<file path="config.mk">
export PLATFORM = sky130hd
export DESIGN_NAME = ledg_blink_ctrl
export DESIGN_NICKNAME = d
export VERILOG_FILES = /design/src/rtl/ledg_blink_ctrl.sv
export SDC_FILE = /design/constraint.sdc
export NUM_CORES = 1
export LEC_CHECK = 0
export BUFFER_PORTS_ARGS = -buffer_cell sky130_fd_sc_hd__buf_2
export CAP_MARGIN = 20
export CORE_UTILIZATION = 42
export CTS_BUF_LIST = sky130_fd_sc_hd__clkbuf_8
export CTS_CLUSTER_SIZE = 25
export DETAILED_ROUTE_END_ITERATION = 8
export PLACE_DENSITY = 0.64
export SKIP_CTS_REPAIR_TIMING = 1
export SLEW_MARGIN = 20
export SYNTH_ARGS = -nofsm -noshare
export SYNTH_HDL_FRONTEND = slang
export SYNTH_SLANG_ARGS = --single-unit
</file>
<file path="constraint.sdc">
create_clock -name clk -period 2.7 [get_ports clk]
set_clock_uncertainty 0.05 [all_clocks]
set_input_delay 0.54 -clock clk [delete_from_list [all_inputs] [get_ports clk]]
set_output_delay 0.54 -clock clk [all_outputs]
set_load 0.03 [all_outputs]
</file>
<file path="src/rtl/ledg_blink_ctrl.sv">
// ledg_blink_ctrl: memory-mapped LED controller with set/clear writes,
// a per-channel blink mask and a prescaler-driven blink phase.
module ledg_blink_ctrl #(
    parameter logic [31:0] BASE_ADDR = 32'hF0000008,
    parameter int          WIDTH     = 8,
    parameter int          CNT_W     = 24
) (
    input  logic             clk,
    input  logic             rst_n,
    input  logic [31:0]      dbus,
    input  logic [31:0]      abus,
    input  logic             wren,
    output logic [WIDTH-1:0] value,
    output logic [31:0]      dbusout
);
    localparam logic [31:0] A_DATA   = BASE_ADDR;
    localparam logic [31:0] A_BLINK  = BASE_ADDR + 32'd4;
    localparam logic [31:0] A_PERIOD = BASE_ADDR + 32'd8;
    localparam logic [31:0] A_SET    = BASE_ADDR + 32'd12;
    localparam logic [31:0] A_CLR    = BASE_ADDR + 32'd16;

    logic [WIDTH-1:0] data, blink;
    logic [CNT_W-1:0] period, cnt;
    logic             phase;
    logic [31:0]      rdata;
    logic             wr_data, wr_blink, wr_period, wr_set, wr_clr;

    assign wr_data   = wren && abus == A_DATA;
    assign wr_blink  = wren && abus == A_BLINK;
    assign wr_period = wren && abus == A_PERIOD;
    assign wr_set    = wren && abus == A_SET;
    assign wr_clr    = wren && abus == A_CLR;

    // Write data above WIDTH/CNT_W is intentionally discarded.
    logic unused;
    assign unused = ^dbus;

    always_comb begin
        rdata = abus == A_DATA   ? 32'(data)   :
                abus == A_BLINK  ? 32'(blink)  :
                abus == A_PERIOD ? 32'(period) : 32'd0;
    end

    assign value = data & (~blink | {WIDTH{phase}});

    always_ff @(posedge clk) begin
        if (!rst_n) begin
            data    <= '0;
            blink   <= '0;
            period  <= '0;
            cnt     <= '0;
            phase   <= 1'b1;
            dbusout <= '0;
        end else begin
            dbusout <= wren ? 32'd0 : rdata;
            if (wr_data)
                data <= dbus[WIDTH-1:0];
            else if (wr_set)
                data <= data | dbus[WIDTH-1:0];
            else if (wr_clr)
                data <= data & ~dbus[WIDTH-1:0];
            if (wr_blink)
                blink <= dbus[WIDTH-1:0];
            // A PERIOD write restarts the blink cycle in the lit phase.
            if (wr_period) begin
                period <= dbus[CNT_W-1:0];
                cnt    <= '0;
                phase  <= 1'b1;
            end else if (period == '0) begin
                cnt   <= '0;
                phase <= 1'b1;
            end else if (cnt == period - 1'b1) begin
                cnt   <= '0;
                phase <= ~phase;
            end else begin
                cnt <= cnt + 1'b1;
            end
        end
    end
endmodule
</file>
### Word-level counts from Yosys, hierarchy flattened

Cells that the tools add are included.
W data, S select, Z words.

| operators by class | value |
|---|---|
| add/subtract/negate cells | 2 |
| reduce and logical (&&, ||, !) cells | 12 |
| bitwise operators | 9 |
| multiplexer cells | 6 |
| equal/unequal tests | 6 |

Operator list:

| operator | number |
|---|---|
| $eq A32 B32 Y1 const B | 5 |
| $mux W8 | 6 |
| $add A24 B1 Y24 const B | 1 |
| $eq A24 B24 Y1 | 1 |
| $logic_not A24 Y1 | 1 |
| $sub A24 B1 Y24 const B | 1 |
| $and A8 B8 Y8 | 2 |
| $not A8 Y8 | 2 |
| $or A8 B8 Y8 | 2 |
| $reduce_or A4 Y1 | 2 |
| $logic_and A1 B1 Y1 | 5 |
| $reduce_or A5 Y1 | 1 |
| $not A1 Y1 | 3 |
| $reduce_bool A3 Y1 | 1 |
| $reduce_or A3 Y1 | 1 |
| $reduce_or A2 Y1 | 1 |

| storage, ports and cells | value |
|---|---|
| word-level logic and storage cells | 43 |
| output and inout bits | 40 |
| register bits | 97 |

### Logic depth before layout (Yosys ltp)

| logic depth | value |
|---|---|
| depth after elaboration | 5 |
| depth in mapped cells | 12 |
| mapped depth without buffers | 9 |

### Worst setup path after synthesis

Ideal clock, no wire load.

| path | value |
|---|---|
| path kind | register to register |
| start | reg period[3] |
| end | reg cnt[4] |
| stages on the path, launching flop included | 12 |
| setup time | 137 ps |
| clock period less this slack | 2981 ps |
| path slack | -281 ps |
| data arrival time | 2794 ps |
| required time | 2513 ps |
| cells stage by stage | dfxtp_1 > buf_2 > or4_4 > buf_6 > or4_4 > or4_1 > a32o_1 > o22ai_2 > and3_1 > buf_6 > buf_12 > nor3_2 |

| on the way | value |
|---|---|
| longest elaborated chain between the ends | 3 |

Ends and longest elaborated chain:

| element | RTL line | text |
|---|---|---|
| start: declaration | 23 | `logic [CNT_W-1:0] period, cnt;` |
| start signal: assignment | 66 | `period <= dbus[CNT_W-1:0];` |
| $sub A24 B1 Y24 | 72 | `end else if (cnt == period - 1'b1) begin` |
| $eq A24 B24 Y1 | 72 |  |
| $reduce_or A4 Y1 (no source line) * | n/a |  |
| end signal: assignment | 76 | `cnt <= cnt + 1'b1;` |
| end: declaration | 23 |  |

Every way passes the cells marked *; elsewhere a longest branch is shown, timed or not.
A chain may end at the register's enable or synchronous reset.

### Worst setup path after layout

| path | value |
|---|---|
| start | reg period[11] |
| end | reg cnt[23] |

Same word-level chain as after synthesis.

==> reports/metrics.yaml <==
outcome:
  status: "finished with violations"
  violations: "negative setup slack"
grt:
  grt_overflow_total: 0
  antenna_found_initial: 0
  grt_pass1_wl_um: 20500
  track_usage: 0.227
  grt_pass1_vias: 4239
  grt_start_max_net_pins: 31
logic_synthesis:
  synthCells: 526
  synth_top_area_cell: "dfxtp_1"
  avgSynthCellArea_um2: 8.80
  yosys-top-cells-count: "dfxtp_1, nand2_1, a21boi_0"
  yosys.cell_count.top_type: "dfxtp_1"
  syn_area_um2: 4630
  yosysSeqAreaShare: 0.385
  synth-seq-cells: 89
  synth-edff-count: 0
  ys.flop_type: "dfxtp_1"
  ys_warn_count: 0
  synth_top_area_frac: 0.385
  ys_types: 56
  synth_area_leaders: "dfxtp_1, nand2_1, a21boi_0"
  postSynth.asyncResetShare: 0
floorplan:
  pin_count: 107
  die_w_um: 107
  fp.dieArea_um2: 11400
  row_count: 37
  initial_core_util: 0.441
  coreArea_um2: 10500
  die_height_um: 107
sta:
  hold_viol: 0
  relSlewSlack: 0.618
  rsz0062_at_grt: "true"
  setup_viol: 25
  clock.fmax_ghz: 0.340
  final_min_period_over_clock_period: 1.09
  slew_viol_final: 0
  hold-worst-slack_ns: 0.351
  worst_slack_ns: -0.239
  worst_pin_slew_ns: 0.566
  period_minus_slack_ns: 2.94
route:
  firstDrtPassIters: 4
  drcViolationCount: 0
  routed_via_density: 5.42
  drt_wl_total_um: 12100
  initialDrtViolationCount: 232
  wl_per_cell_um: 15.4
  ant_nets: 0
  num_vias: 4284
pwr:
  leakagePower_nw: 2.33
  switchingPower_mw: 0.573
  power.share.clock: 0.426
  combPwrFrac: 0.040
  ir_worst_vdd_v: 0.000317
  power_density_nw_per_um2: 426
  swShare: 0.233
  p_int_mw: 1.88
  pwr-share-seq: 0.534
clock_network:
  worstSkewPairLatency_ns: 0.38
  h-tree-depth: 3
  cts_root_buffer: "clkbuf_8"
  clockBufferDepth: 2
  clock_sinks: 89
  cts_tree: "yes"
  clk_pin_slew_ns: 0.10
  cts_buffers: 9
layout:
  area_growth_pct: 24.6
  n_antenna_cell: 0
  final_nets: 718
  fin_util: 0.549
  drive_above_1_share: 0.297
  finalInstanceArea_um2: 5770
placed_design:
  placed_area_um2: 5460
  numPortBuffers: 90
  hpwl_um: 9170
  dp_slack_ns: -0.267
  place.gp.congestion: 0.858
critical_path:
  setup.worst_path.class: "reg2reg"
  cp_max_fo: 12
  worstPathArrival_ns: 3.16
  r2r_setup_slack_ns: -0.24
  crit_required_ns: 2.92
  startpoint_type: "flip-flop"
  endpoint_kind: "flip-flop"
run:
  cap_violations: 0
min_path:
  hp-class: "in2reg"
==> routing by layer <==
metal	up-vias	share of wire	wire, um	GRT usage
met4	0	0.016	191	0.0714
met3	17	0.044	532	0.0474
met5	-	0	0	0
met2	111	0.50	6010	0.389
met1	2060	0.45	5400	0.283
li1	2096	-	-	-
==> worst max-delay path: stages (launching register included) <==
cell and delay [ns]:
dfxtp_2 0.33, or4_4 0.55, or4_4 0.57, or4_1 0.41, a32o_2 0.27, o22ai_4 0.18
and3_4 0.25, clkbuf_16 0.18, nor3_1 0.05
==> flip-flops by register name, indices dropped and copies added, names as in the netlist, named ones only <==
signal   cells
cnt         24
dbusout     24
period      24
blink        8
phase        1
==> stage by stage <==
stage / total power, mW / TNS [ns] / std cells
floorplan: 1.39 / -5.44 / 533
global placement: 1.44 / -5.53 / 772
detailed placement: 1.44 / -6.22 / 772
CTS: 2.48 / -6.79 / 788
global route: 2.55 / -6.92 / 790
finish: 2.46 / -5.55 / 790
==> area by class of cell <==
class / count / area [um2]
clock buffer: 9 / 124
clock inverter: 7 / 98.8
fill: 974 / 4740
inverter: 8 / 30.0
multi-input combinational: 400 / 2690
sequential: 89 / 1780
tap: 136 / 170
timing repair buffer: 141 / 876
==> power by group through the flow <==
| stage | logic (mW) | registers, mW | clock network, mW |
|---|---|---|---|
| final | 0.0988 | 1.31 | 1.05 |
| after global routing | 0.107 | 1.31 | 1.13 |
| after CTS | 0.0975 | 1.31 | 1.07 |
| after detailed placement | 0.0973 | 1.34 | 0 |
| after global placement | 0.0956 | 1.34 | 0 |
| after floorplan | 0.0487 | 1.34 | 0 |
==> cell families after synthesis <==
| kind of cell | share of synthesized area |
|---|---|
| AND/OR/NAND/NOR | 0.292 |
| flip-flops | 0.385 |
| multiplexers | 0.0108 |
| XOR/XNOR | 0.0946 |
| other | 0.000810 |
| buffers and inverters | 0.0559 |
| adder cells (fa/ha/maj) | 0.00540 |
| AO/OA/AOI/OAI | 0.156 |
==> layout by cell type (no fill, tap or decap), types with 2 or more instances in the layout <==
| cell type | instances |
|---|---|
| buf_2 | 90 |
| dfxtp_1 | 88 |
| nand2_1 | 81 |
| buf_4 | 48 |
| a21boi_0 | 40 |
| xor2_1 | 25 |
| xnor2_1 | 25 |
| nor2_1 | 23 |
| and2_1 | 20 |
| nor3_2 | 20 |
| nor3_1 | 16 |
| nand3_1 | 15 |
| o21ai_0 | 10 |
| nor4_1 | 9 |
| nand4_1 | 9 |
| clkbuf_8 | 9 |
| inv_1 | 8 |
| a22oi_1 | 8 |
| a32o_1 | 8 |
| conb_1 | 8 |
| or4_1 | 7 |
| a22o_1 | 7 |
| or3_1 | 6 |
| nand2b_1 | 6 |
| mux2i_1 | 5 |
| and3_1 | 5 |
| or4_4 | 4 |
| nor2b_1 | 3 |
| o31ai_1 | 3 |
| nor4_2 | 3 |
| inv_6 | 3 |
| or2_2 | 2 |
| a21oi_1 | 2 |
| o22ai_1 | 2 |
| nor4_4 | 2 |
| nor3b_1 | 2 |
| ha_1 | 2 |
| bufinv_16 | 2 |
| buf_12 | 2 |
==> worst paths after layout <==
check,startpoint,end,cells after the start
hold reg to reg,blink[6],blink[6],2
setup / recovery,period[11],cnt[23],8
setup reg to reg,period[11],cnt[23],8
hold / removal,dbus[22],period[22],3
(Power assumes the default switching activity.)
